File: src/rtl/tx_frame_loader_pkg.sv
// Shared types and defaults for the transmit frame loader.
// Slot, loader and sender state encodings plus the BRAM address width.
package tx_frame_loader_pkg;
  localparam int AW             = 11;
  localparam int SLOT_WORDS_DEF = 1024;
  localparam int MAX_FRAME_DEF  = 1024;
  localparam int MIN_FRAME_DEF  = 60;

  typedef enum logic [1:0] {S_FREE, S_FILLING, S_READY, S_SENDING} slot_st_e;
  typedef enum logic [1:0] {L_IDLE, L_FILL, L_PAD, L_DONE} ld_st_e;
  typedef enum logic [1:0] {D_IDLE, D_REQ, D_BUSY} sd_st_e;

  function automatic logic [AW-1:0] slot_base(input logic ptr, input int slot_words);
    return ptr ? AW'(slot_words) : '0;
  endfunction
endpackage

File: src/rtl/tx_frame_loader_if.sv
// Byte stream in, BRAM write port and send-request lane out, engine busy back.
// slave = loader, master = feeder/engine side.
interface tx_frame_loader_if;
  import tx_frame_loader_pkg::*;
  logic          in_valid;
  logic [7:0]    in_data;
  logic          in_last;
  logic          in_ready;
  logic [AW-1:0] wraddr;
  logic [15:0]   wrdata;
  logic          send_pack_valid;
  logic [AW-1:0] send_pack_addr;
  logic [AW-1:0] send_pack_size;
  logic          send_pack_index;
  logic          txbusy;
  logic          trunc;

  modport master (
    output in_valid, in_data, in_last, txbusy,
    input  in_ready, wraddr, wrdata, send_pack_valid, send_pack_addr,
           send_pack_size, send_pack_index, trunc
  );
  modport slave (
    input  in_valid, in_data, in_last, txbusy,
    output in_ready, wraddr, wrdata, send_pack_valid, send_pack_addr,
           send_pack_size, send_pack_index, trunc
  );
endinterface

File: src/rtl/tx_frame_loader.sv
// Ping-pong frame loader feeding the MII transmit engine's packet BRAM.
// Define TX_FRAME_LOADER_PAD_EN to zero-pad short frames up to MIN_FRAME.
module tx_frame_loader
  import tx_frame_loader_pkg::*;
#(
  parameter int SLOT_WORDS = SLOT_WORDS_DEF,
  parameter int MAX_FRAME  = MAX_FRAME_DEF,
  parameter int MIN_FRAME  = MIN_FRAME_DEF
) (
  input logic              clk,
  input logic              arst,
  tx_frame_loader_if.slave bus
);
  localparam logic [AW-1:0] MAX_K = AW'(MAX_FRAME);
`ifdef TX_FRAME_LOADER_PAD_EN
  localparam logic [AW-1:0] MIN_K = AW'(MIN_FRAME);
`endif

  slot_st_e      slot_st   [2];
  logic [AW-1:0] slot_size [2];
  logic          fill_ptr, send_ptr;
  ld_st_e        ld_st;
  sd_st_e        sd_st;
  logic [AW-1:0] k, k_inc;
  logic          k_sat, ovf, accept;
  logic          rdy_q, trunc_q, spv_q;
  logic [AW-1:0] wraddr_q, spa_q, sps_q;
  logic [15:0]   wrdata_q;
  logic [AW-1:0] fill_base, send_base;

  assign fill_base = slot_base(fill_ptr, SLOT_WORDS);
  assign send_base = slot_base(send_ptr, SLOT_WORDS);
  assign accept    = bus.in_valid && rdy_q;
  assign k_sat     = (k == MAX_K);
  assign k_inc     = k_sat ? k : k + 1'b1;

  always_ff @(posedge clk) begin
    if (!arst) begin
      slot_st[0]   <= S_FREE;
      slot_st[1]   <= S_FREE;
      slot_size[0] <= '0;
      slot_size[1] <= '0;
      fill_ptr <= 1'b0;
      send_ptr <= 1'b0;
      ld_st    <= L_IDLE;
      sd_st    <= D_IDLE;
      k        <= '0;
      ovf      <= 1'b0;
      rdy_q    <= 1'b0;
      trunc_q  <= 1'b0;
      wraddr_q <= '0;
      wrdata_q <= '0;
      spv_q    <= 1'b0;
      spa_q    <= '0;
      sps_q    <= '0;
    end else begin
      trunc_q <= 1'b0;
      case (ld_st)
        L_IDLE: if (slot_st[fill_ptr] == S_FREE) begin
          slot_st[fill_ptr] <= S_FILLING;
          k     <= '0;
          ovf   <= 1'b0;
          rdy_q <= 1'b1;
          ld_st <= L_FILL;
        end
        L_FILL: if (accept) begin
          // Past MAX_FRAME bytes are swallowed so the feeder never stalls.
          if (!k_sat) begin
            wraddr_q <= fill_base + k;
            wrdata_q <= {2{bus.in_data}};
            k        <= k + 1'b1;
          end
          if (bus.in_last) begin
            rdy_q   <= 1'b0;
            trunc_q <= ovf | k_sat;
`ifdef TX_FRAME_LOADER_PAD_EN
            ld_st   <= (k_inc < MIN_K) ? L_PAD : L_DONE;
`else
            ld_st   <= L_DONE;
`endif
          end else begin
            ovf <= ovf | k_sat;
          end
        end
`ifdef TX_FRAME_LOADER_PAD_EN
        L_PAD: begin
          wraddr_q <= fill_base + k;
          wrdata_q <= '0;
          k        <= k_inc;
          if (k_inc == MIN_K) ld_st <= L_DONE;
        end
`endif
        L_DONE: begin
          slot_st[fill_ptr]   <= S_READY;
          slot_size[fill_ptr] <= k;
          fill_ptr            <= ~fill_ptr;
          ld_st               <= L_IDLE;
        end
        default: ld_st <= L_IDLE;
      endcase

      // addr/size stay put through BUSY: the engine reads them while on the wire.
      case (sd_st)
        D_IDLE: if (slot_st[send_ptr] == S_READY) begin
          slot_st[send_ptr] <= S_SENDING;
          spa_q <= send_base;
          sps_q <= slot_size[send_ptr];
          spv_q <= 1'b1;
          sd_st <= D_REQ;
        end
        D_REQ: if (bus.txbusy) begin
          spv_q <= 1'b0;
          sd_st <= D_BUSY;
        end
        D_BUSY: if (!bus.txbusy) begin
          slot_st[send_ptr] <= S_FREE;
          send_ptr          <= ~send_ptr;
          sd_st             <= D_IDLE;
        end
        default: sd_st <= D_IDLE;
      endcase
    end
  end

  assign bus.in_ready        = rdy_q;
  assign bus.wraddr          = wraddr_q;
  assign bus.wrdata          = wrdata_q;
  assign bus.send_pack_valid = spv_q;
  assign bus.send_pack_addr  = spa_q;
  assign bus.send_pack_size  = sps_q;
  assign bus.send_pack_index = 1'b0;
  assign bus.trunc           = trunc_q;
endmodule
File: src/flat_wrapper.sv
// flat-port wrapper written by rule: the top's interface ports become plain ports
module tx_frame_loader_flat import tx_frame_loader_pkg::*;
#(
  parameter int SLOT_WORDS = SLOT_WORDS_DEF,
  parameter int MAX_FRAME  = MAX_FRAME_DEF,
  parameter int MIN_FRAME  = MIN_FRAME_DEF
)
  (clk, arst, bus_in_valid, bus_in_data, bus_in_last, bus_txbusy, bus_in_ready, bus_wraddr, bus_wrdata, bus_send_pack_valid, bus_send_pack_addr, bus_send_pack_size, bus_send_pack_index, bus_trunc);
  tx_frame_loader_if bus_i ();
  input logic clk;
  input logic arst;
  input wire logic [$bits(bus_i.in_valid)-1:0] bus_in_valid;
  input wire logic [$bits(bus_i.in_data)-1:0] bus_in_data;
  input wire logic [$bits(bus_i.in_last)-1:0] bus_in_last;
  input wire logic [$bits(bus_i.txbusy)-1:0] bus_txbusy;
  output wire logic [$bits(bus_i.in_ready)-1:0] bus_in_ready;
  output wire logic [$bits(bus_i.wraddr)-1:0] bus_wraddr;
  output wire logic [$bits(bus_i.wrdata)-1:0] bus_wrdata;
  output wire logic [$bits(bus_i.send_pack_valid)-1:0] bus_send_pack_valid;
  output wire logic [$bits(bus_i.send_pack_addr)-1:0] bus_send_pack_addr;
  output wire logic [$bits(bus_i.send_pack_size)-1:0] bus_send_pack_size;
  output wire logic [$bits(bus_i.send_pack_index)-1:0] bus_send_pack_index;
  output wire logic [$bits(bus_i.trunc)-1:0] bus_trunc;
  assign bus_i.in_valid = bus_in_valid;
  assign bus_i.in_data = bus_in_data;
  assign bus_i.in_last = bus_in_last;
  assign bus_i.txbusy = bus_txbusy;
  assign bus_in_ready = bus_i.in_ready;
  assign bus_wraddr = bus_i.wraddr;
  assign bus_wrdata = bus_i.wrdata;
  assign bus_send_pack_valid = bus_i.send_pack_valid;
  assign bus_send_pack_addr = bus_i.send_pack_addr;
  assign bus_send_pack_size = bus_i.send_pack_size;
  assign bus_send_pack_index = bus_i.send_pack_index;
  assign bus_trunc = bus_i.trunc;
  tx_frame_loader #(.SLOT_WORDS(SLOT_WORDS), .MAX_FRAME(MAX_FRAME), .MIN_FRAME(MIN_FRAME)) u_core (.clk(clk), .arst(arst), .bus(bus_i));
endmodule
File: config.mk
export PLATFORM = sky130hd
export DESIGN_NAME = tx_frame_loader_flat
export DESIGN_NICKNAME = d
export VERILOG_FILES = /design/src/rtl/tx_frame_loader_pkg.sv /design/src/rtl/tx_frame_loader_if.sv /design/src/rtl/tx_frame_loader.sv /design/src/flat_wrapper.sv
export SDC_FILE = /design/constraint.sdc
export NUM_CORES = 1
export LEC_CHECK = 0
export ABC_AREA = 1
export BUFFER_PORTS_ARGS = -buffer_cell sky130_fd_sc_hd__buf_4
export CAP_MARGIN = 15
export CORE_AREA = 2 2 88 90
export CTS_BUF_LIST = sky130_fd_sc_hd__clkbuf_4
export CTS_CLUSTER_SIZE = 12
export DETAILED_ROUTE_END_ITERATION = 7
export DIE_AREA = 0 0 90 92
export GPL_TIMING_DRIVEN = 0
export PLACE_DENSITY = 0.76
export SYNTH_ARGS = -nofsm -noshare
export SYNTH_HDL_FRONTEND = slang
export SYNTH_SLANG_ARGS = --single-unit
export TNS_END_PERCENT = 10
File: constraint.sdc
create_clock -name clk -period 1.69 [get_ports clk]
set_input_delay 0 -clock clk [delete_from_list [all_inputs] [get_ports clk]]
set_output_delay 0 -clock clk [all_outputs]
set_load 0.005 [all_outputs]
-- Yosys cells after proc, flatten, opt, wreduce, memory -nomap -nowiden
Memories as Yosys holds them, arrays and structs flattened. A register that Yosys moved wholly into a read port is not among the register bits.
Cells that the tools add are included.
- equal/unequal tests: 14
- mux-type cells: 56
- $add $sub $neg: 2
- reductions and logical operators: 20
- bitwise logic cells: 7
- operator list (cell ; count):
    11-bit two-way mux ; 6
    1-bit two-way mux ; 34
    11-bit case mux with 2 select lines ; 1
    2-bit two-way mux ; 10
    4-bit AND reduction ; 4
    3-bit AND reduction ; 4
    11-bit by 1-bit adder with 11-bit output, second input constant ; 1
    11-bit adder ; 1
    11-bit == test, second input constant ; 1
    11-bit OR reduction ; 1
    2-bit inequality test, second input constant ; 5
    2-bit == test, second input constant ; 3
    2-bit logical NOT ; 3
    2-bit by 1-bit inequality test with 1-bit output, second input constant ; 3
    1-bit case mux with 2 select lines ; 3
    2-bit case mux with 3 select lines ; 1
    2-bit by 1-bit == test with 1-bit output, second input constant ; 2
    1-bit inverter ; 4
    2-bit case mux with 2 select lines ; 1
    2-bit AND reduction ; 2
    2-bit nonzero test ; 2
    2-bit OR reduction ; 2
    1-bit bitwise OR ; 3
    1-bit logical AND ; 1
    1-bit logical NOT ; 1
- flip-flop bits (word level): 59
- RAM bits: 26
- output and inout bits: 53
- word-level logic and storage cells: 113
- memories kept: 2
- memory list (memory ; words ; width ; read ports ; clocked after Yosys merged registers in ; wr ports ; RTL line ; text):
    u_core.slot_size ; 2 ; 11 ; 1 ; 1 ; 2 ; tx_frame_loader.sv:20 ; logic [AW-1:0] slot_size [2];
    u_core.slot_st ; 2 ; 2 ; 2 ; 2 ; 2 ; tx_frame_loader.sv:19 ; slot_st_e slot_st [2];

-- Longest topological paths before layout
Gate-level depths: netlist of the first run.
- depth in word-level cells: 8
- mapped depth: 9

-- Worst setup path after synthesis of the first run
No wires, ideal clock.
- path kind: register to register
- start: reg u_core.ld_st[1]
- end: mem u_core.slot_size[0][0], enable pin
- period minus slack after synthesis: 1.648 ns
- data required time: 1.345 ns
- path slack: 0.042 ns
- buffers on the path: 1
- stages on the path, launching flop included: 8
- arrival: 1.304 ns
- path through: dfxtp_1 nand2_1 nor2_1 inv_1 nor2_1 inv_1 buf_2 nand2_1
- RTL lines (element ; RTL line ; text):
    start, declared ; tx_frame_loader.sv:22 ; ld_st_e ld_st;
    start signal, assigned ; tx_frame_loader.sv:45 ; ld_st <= L_IDLE;
    start signal, assigned ; tx_frame_loader.sv:64 ; ld_st <= L_FILL;
    start signal, assigned ; tx_frame_loader.sv:79 ; ld_st <= L_DONE;
    end, declared ; tx_frame_loader.sv:20 ;

-- Worst setup path in the final report of the first run
- start: reg u_core.k[1]
- end: reg u_core.k[1]
- cells in the longest elaborated chain, start to end: 4
- elaborated cells on any way between the ends: 7
- classes of those cells: add/sub: 1; eq/ne: 2; mux: 3; reduce/logical: 1
- RTL lines (element ; RTL line ; text):
    start, declared ; tx_frame_loader.sv:24 ; logic [AW-1:0] k, k_inc;
    start signal, assigned ; tx_frame_loader.sv:71 ; k <= k + 1'b1;
    11-bit by 1-bit adder with 11-bit output ; n/a ;
    11-bit two-way mux ; tx_frame_loader.sv:68 ; if (!k_sat) begin
    11-bit two-way mux ; tx_frame_loader.sv:66 ; L_FILL: if (accept) begin
    11-bit case mux with 2 select lines ; tx_frame_loader.sv:58 ; case (ld_st)
Parallel ways exist; a longest one is shown, timed or not. The select of a mux whose other input is x is not followed.
A chain may end at the register's enable or synchronous reset.

==> results.toml, run 1 <==
[outcome]
status = "complete, no violations"

[critical_path]
cp.arrival_ns = 1.90
r2r-end = "u_core.k[1]$_SDFFE_PN0P_"
reg2reg_slack_ns = 0.11
end_kind = "flip-flop"
r2r_cells = 9
criticalPathCategory = "reg2reg"
critPathLaunchType = "flip-flop"
crit-reg2reg-launch = "u_core.k[1]$_SDFFE_PN0P_"
max_stage_delay_ns = 0.39
worstPathMaxFanout = 11
cp_slowest_cell = "dfxtp_1"
cp.required_ns = 2.01
path_cells = "inv_1 -> ha_1 -> nand3_2 -> nor2_2 -> nand2_4 -> nand2_4 -> inv_2 -> nor2_1 -> nor2_1"

[routing]
totalWireLength_um = 7990
vias = 3156
drt_iter0_drc = 132
first_pass_iters = 4
post_drt_wl_per_cell_um = 12.0
ant_nets = 0
vias_per_cell = 4.72
drc = 0

[floorplan]
coreArea_sq_um = 7450
rows = 32
ios = 66
start_util = 0.493
die_h_um = 92
die_w_um = 90
fp.dieArea_sq_um = 8280

[timing]
finalHoldViolCount = 0
rsz0062_at_grt = "false"
fin_skew_ns = 0.0102
finalCriticalPeriod_ns = 1.58
final.setup.tns_ns = 0
max_freq_mhz = 634
fin_ws_ns = 0.114
finalCritPeriodShare = 0.933
maxSlewHeadroom = 0.420
drv_slew = 0
setup_violations = 0
worst_pin_slew_ns = 0.870

[min_path]
hold-path-endpoint = "u_core.ld_st[1]$_SDFFE_PN0P_"
min_path_type = "in2reg"
hp-start = "bus_in_valid"
hold_path_depth = 5

[cells_and_area]
instances_no_fill = 668
syn2layout_area_growth_pct = 25.2
finalNetCount = 576
drive_gt1_frac = 0.237
final_util = 0.617
n_antenna_cell = 0
final_cell_area_sq_um = 4600

[yosys]
synthCells = 473
syn_area_sq_um = 3670
async_flop_share = 0
avgSynthCellArea_sq_um = 7.76
ys_seq_area_frac = 0.507
synth_edf_count = 26
yosysUniqueCellTypes = 32
ys.warnings.count = 0
ys_ff_latch = 80
synthFlopType = "dfxtp_1"

[power_and_ir_drop]
p_leak_uw = 0.00204
pwr-share-clk = 0.276
peakVddDrop_uv = 506
p_switching_uw = 1610
p_comb_frac = 0.264
seqPwrFrac = 0.460
p_int_uw = 3540
pwr_density_cell_nw_per_um2 = 1120
swShare = 0.313

[clock_tree]
cts.sinks = 80
clk_latency_ns = 0.42
numCtsBuffers = 9
clk_pin_slew_ns = 0.12
root_buffer = "clkbuf_4"
tritoncts = "built"
clockBufferDepth = 2
h-tree-depth = 3

[global_route]
grt_usage = 0.199
antenna_found_initial = 0
grt_pass1_vias = 2957
globalRouteOverflowTotal = 0
grt_max_degree = 14
grt_pass1_wl_um = 13200

[placement]
place.gp.congestion = 0.891
dp_cells = 638
port-buffer-count = 53
detailed_place_hpwl_um = 5790
place_area_sq_um = 4240
preCtsSetupSlack_ns = -0.176

[job]
drv_cap = 0
layout by cell type (no fill, tap or decap), types with 4 or more instances in the layout:
cell type      instances
buf_4                 76
nor2_2                13
nor2_1               103
a21oi_1               17
inv_1                 29
clkbuf_1               6
dfxtp_1               52
edfxtp_1              26
buf_2                  4
clkbuf_4              11
conb_1                11
o21ai_0               22
nand3_1               27
o21ai_1               10
nand2_4                4
inv_2                  6
nand2_1              109
dlygate4sd3_1         11
Yosys cell counts, drive strengths merged (2+ instances only):
master / count / share of area
nor2: 117 / 0.13
nand2: 114 / 0.12
dfxtp: 54 / 0.29
inv: 36 / 0.037
o21ai: 34 / 0.049
buf: 30 / 0.059
nand3: 30 / 0.047
edfxtp: 26 / 0.21
a21oi: 17 / 0.023
clkbuf: 6 / 0.0061
ha: 2 / 0.0068
power groups by stage:
stage | combinational [uW] | sequential (uW) | clock (uW)
3_3_place_gp | 1260 | 2400 | 0
4_1_cts | 1320 | 2360 | 1440
5_1_grt | 1520 | 2400 | 1520
6_report | 1360 | 2370 | 1420
3_5_place_dp | 1300 | 2410 | 0
2_1_floorplan | 840 | 2390 | 0
worst max-delay path by stage:
stage	to	depth (start not counted)	from	slack, ns
detailed placement	u_core.slot_size[0][0]$_SDFFCE_PN0P_	7	u_core.ld_st[1]$_SDFFE_PN0P_	-0.18
global placement	u_core.slot_size[0][1]$_SDFFCE_PN0P_	7	u_core.ld_st[1]$_SDFFE_PN0P_	-0.14
finish	u_core.k[1]$_SDFFE_PN0P_	9	u_core.k[1]$_SDFFE_PN0P_	0.11
global route	u_core.k[10]$_SDFFE_PN0P_	9	u_core.k[1]$_SDFFE_PN0P_	0.005
floorplan	u_core.slot_size[0][0]$_SDFFCE_PN0P_	7	u_core.ld_st[1]$_SDFFE_PN0P_	0.04
CTS	u_core.bus.wraddr[0]$_SDFFE_PN0P_	8	u_core.k[0]$_SDFFE_PN0P_	0.006
state kept, by name, indices dropped and copies added, names as in the netlist, named ones only:
signal and cells:
u_core.slot_size 22, u_core.ovf 1, u_core.bus.wrdata 8, u_core.bus.send_pack_addr 1, u_core.k 11, u_core.bus.trunc 1, u_core.send_ptr 1, u_core.bus.wraddr 11
u_core.slot_st 4, u_core.bus.send_pack_size 11, u_core.bus.send_pack_valid 1, u_core.fill_ptr 1, u_core.bus.in_ready 1, u_core.sd_st 2, u_core.ld_st 2
routing by layer:
layer / track usage / vias to the layer above / wire (um)
met5: 0 / - / 0
met4: 0.0718 / 0 / 132
met3: 0.0501 / 12 / 457
met2: 0.358 / 85 / 3930
met1: 0.229 / 1418 / 3470
li1: - / 1641 / -
kinds of logic after synthesis:
| logic type | count (synthesis) | synth area share |
|---|---|---|
| other cells | 1 | 0.00102 |
| flops | 80 | 0.507 |
| fa+ha+maj | 2 | 0.00681 |
| simple gates | 263 | 0.302 |
| compound gates | 53 | 0.0767 |
| buf+inv | 73 | 0.104 |
| xor+xnor | 1 | 0.00239 |
what timing repair did:
item,4_1_cts,5_1_grt
endpoints found under the setup margin,22,53
gates resized for setup,3,13
cloned,0,1
pin swaps,0,2
hold buffers,11,0
buffers inserted,0,2
hold endpoints to repair,21,0
critical path: cells and delay by family, from the launching register on:
kind | cells | cell delay (ns)
AND/OR/NAND/NOR | 6 | 0.70
buffers and inverters | 2 | 0.20
flip-flops | 1 | 0.39
adder cells (fa/ha/maj) | 1 | 0.19
cell type report:
class	count	area (sq um)
Fill cell	670	2850
Sequential cell	80	1860
Multi-Input combinational cell	331	1520
Timing Repair Buffer	66	523
Buffer	36	241
Inverter	37	143
Tap cell	102	128
Clock inverter	6	108
Clock buffer	10	75.1
per-stage QoR:
stage          power, uW  hold WS [ns]
2_1_floorplan       3230         0.151
3_3_place_gp        3660         0.251
3_5_place_dp        3700         0.255
4_1_cts             5120        0.0163
5_1_grt             5440        0.0431
6_report            5150        0.0311
Note: power is estimated with default switching activity, not from simulation.
==> run 2, diff against run 1 <==
Settings changed: ABC_AREA 1 to unset, ABC_CLOCK_PERIOD_IN_PS set to 1690, BUFFER_PORTS_ARGS -buffer_cell sky130_fd_sc_hd__buf_4 to unset, CORE_AREA 2 2 88 90 to 2 2 81 83, DIE_AREA 0 0 90 92 to 0 0 83 85, DONT_BUFFER_PORTS set to 1.
==> run 2 against run 1 <==
The run now ends with negative setup slack left. Highest routed layer unchanged. Critical path depth fell by 3. Clock-buffer cell count unchanged. Utilization grew 6.6 points. Sequential cell count unchanged. Fmax is 20% lower. Clock power down 12%. Clock skew about the same. Critical path type unchanged. Routed wire length is 2.5% lower. Critical endpoint is now u_core.ovf$_SDFFE_PN0P_. Via count fell by 14%.
==> results.toml, run 2 <==
[outcome]
status = "complete, but fails checks"
violations = "negative setup slack"

[cells_and_area]
fill_cells = 457
drive_gt1_frac = 0.251
top_register = "u_core.slot_size"
largest_register_ffs = 22
finalNetCount = 401
syn2layout_area_growth_pct = 20.1
n_antenna_cell = 0
final_common_cell = "dfxtp_1"
layout_common_cells = "49 x dfxtp_1, 32 x nor2_1, 30 x buf_4"
instances_no_fill = 468

[clock_tree]
clk_pin_slew_ns = 0.12
h-tree-depth = 3
root_buffer = "clkbuf_4"
clk_latency_ns = 0.42
clockBufferDepth = 2
numCtsBuffers = 9
tritoncts = "built"
cts.sinks = 80

[yosys]
yosysUniqueCellTypes = 58
synth_top_cell_by_area = "dfxtp_1"
synth_commonest_cells = "54 x dfxtp_1, 34 x nor2_1, 27 x nand2_1"
syn_area_sq_um = 3530
synthCells = 343
ys_ff_latch = 80
yosysMostFrequentCell = "dfxtp_1"
ys.warnings.count = 0
synth_top_area_frac = 0.306
ys_seq_area_frac = 0.527
avgSynthCellArea_sq_um = 10.3
synth_edf_count = 26
synthFlopType = "dfxtp_1"
async_flop_share = 0
synth.area.top_cells = "dfxtp_1 31%, edfxtp_1 22%, mux2i_1 6.2%"

[routing]
first_pass_iters = 5
vias = 2729
ant_nets = 0
drt_iter0_drc = 115
totalWireLength_um = 7780
drc = 0
vias_per_cell = 5.83
met1Wirelength_um = 3270
wl_met3_um = 629
wl_met2_um = 3790
post_drt_wl_per_cell_um = 16.6
top_layer = "met4"

[power_and_ir_drop]
pwr_density_cell_nw_per_um2 = 1140
p_leak_uw = 0.00149
peakVddDrop_uv = 880
fin_total_pwr_uw = 4830

[critical_path]
worstPathMaxFanout = 3
criticalPathCategory = "reg2reg"
critPathLaunchType = "flip-flop"
end_kind = "flip-flop"
cp.arrival_ns = 2.33
cp.required_ns = 2.04

[placement]
port-buffer-count = 0
place.gp.congestion = 0.910
preCtsSetupSlack_ns = -0.505
detailed_place_hpwl_um = 5140
dp_cells = 431

[timing]
drv_slew = 0
maxSlewHeadroom = 0.327
finalHoldViolCount = 0
rsz0062_at_grt = "true"
finalCriticalPeriod_ns = 1.98
setup_violations = 38
max_freq_mhz = 504
worst_pin_slew_ns = 0.999
fin_ws_ns = -0.293
fin_skew_ns = 0.00969
finalCritPeriodShare = 1.17

[floorplan]
die_h_um = 85
rows = 29
coreArea_sq_um = 6200
ios = 66
die_w_um = 83
fp.dieArea_sq_um = 7060
start_util = 0.569

[global_route]
grt_pass1_vias = 2626
globalRouteOverflowTotal = 0
grt_max_degree = 14
grt_usage = 0.224
grt_pass1_wl_um = 12600
antenna_found_initial = 0

[min_path]
min_path_type = "in2reg"

[job]
drv_cap = 0
[run 2: cell count changes after synthesis, moves of 11 or more]
| cell | before | now |
|---|---|---|
| nand2_1 | 111 | 27 |
| nor2_1 | 105 | 34 |
| inv_1 | 30 | 7 |
| mux2i_1 | 0 | 22 |
| nand3_1 | 27 | 7 |
| o21ai_0 | 24 | 5 |
| a211oi_1 | 1 | 14 |
| and2_1 | 1 | 14 |
| nor2_2 | 11 | 0 |
[run 2: where the power goes]
part           internal [uW]  total (uW)  switching [uW]
sequential              2190        2350             158
clock                    609        1250             642
combinational            540        1230             686
total                   3340        4830            1490
[run 2: path summary, 6_finish.rpt]
path | start | to | slack, ns | cells after the start
hold reg to reg | u_core.ovf$_SDFFE_PN0P_ | u_core.ovf$_SDFFE_PN0P_ | 0.47 | 2
hold / removal | bus_in_valid | u_core.ld_st[1]$_SDFFE_PN0P_ | 0.08 | 2
setup reg to reg | u_core.k[0]$_SDFFE_PN0P_ | u_core.ovf$_SDFFE_PN0P_ | -0.29 | 6
setup / recovery | u_core.k[0]$_SDFFE_PN0P_ | u_core.ovf$_SDFFE_PN0P_ | -0.29 | 6
[run 2: cells by family after synthesis]
family	synth area share
AOI/OAI and AO/OA	0.134
xor gates and xnor gates	0.0124
adders and majority gates	0.00709
buffers and inverters	0.0744
DFF	0.527
muxes	0.0624
other	0.00106
and+or+nand+nor	0.182
[run 2: critical path, stage by stage, from the launching register on]
cell     delay (ns)
dfxtp_2        0.34
inv_2          0.07
ha_4           0.12
or4b_4         0.47
or3_1          0.36
or4_4          0.42
a21oi_1        0.13
[run 2: per-layer routing]
layer	up-vias	global-route usage
li1	1305	-
met1	1277	0.272
met2	138	0.365
met3	9	0.0691
met4	0	0.106
met5	-	0
[run 2: cell type report]
| cell class | count | area (sq um) | share of cell area |
|---|---|---|---|
| repair buffers | 26 | 253 | 0.0596 |
| multi-input cells | 225 | 1590 | 0.374 |
| flip-flops and latches | 80 | 1870 | 0.441 |
| clock inverters | 6 | 83.8 | 0.0198 |
| clock buffers | 10 | 75.1 | 0.0177 |
| inverters | 8 | 32.5 | 0.00767 |
| plain buffers | 36 | 244 | 0.0575 |
| well taps | 77 | 96.3 | 0.0227 |
[run 2: timing repair]
action	in CTS	in global routing
hold buffers	12	0
buffers inserted	11	2
pin swaps	17	9
endpoints found under the hold margin	26	0
resized for setup	33	18
setup endpoints to repair	70	70
[run 2: stage by stage]
| step | TNS, ns | hold WS [ns] | utilization | area [sq um] |
|---|---|---|---|---|
| floorplan | -7.12 | 0.0957 | - | 3590 |
| global route | -9.32 | 0.0512 | 0.684 | 4240 |
| finish | -6.45 | 0.0822 | 0.684 | 4240 |
| detailed placement | -19.44 | 0.104 | 0.596 | 3700 |
| CTS | -5.82 | 0.0288 | 0.673 | 4170 |
| global placement | -25.00 | 0.100 | 0.595 | 3690 |
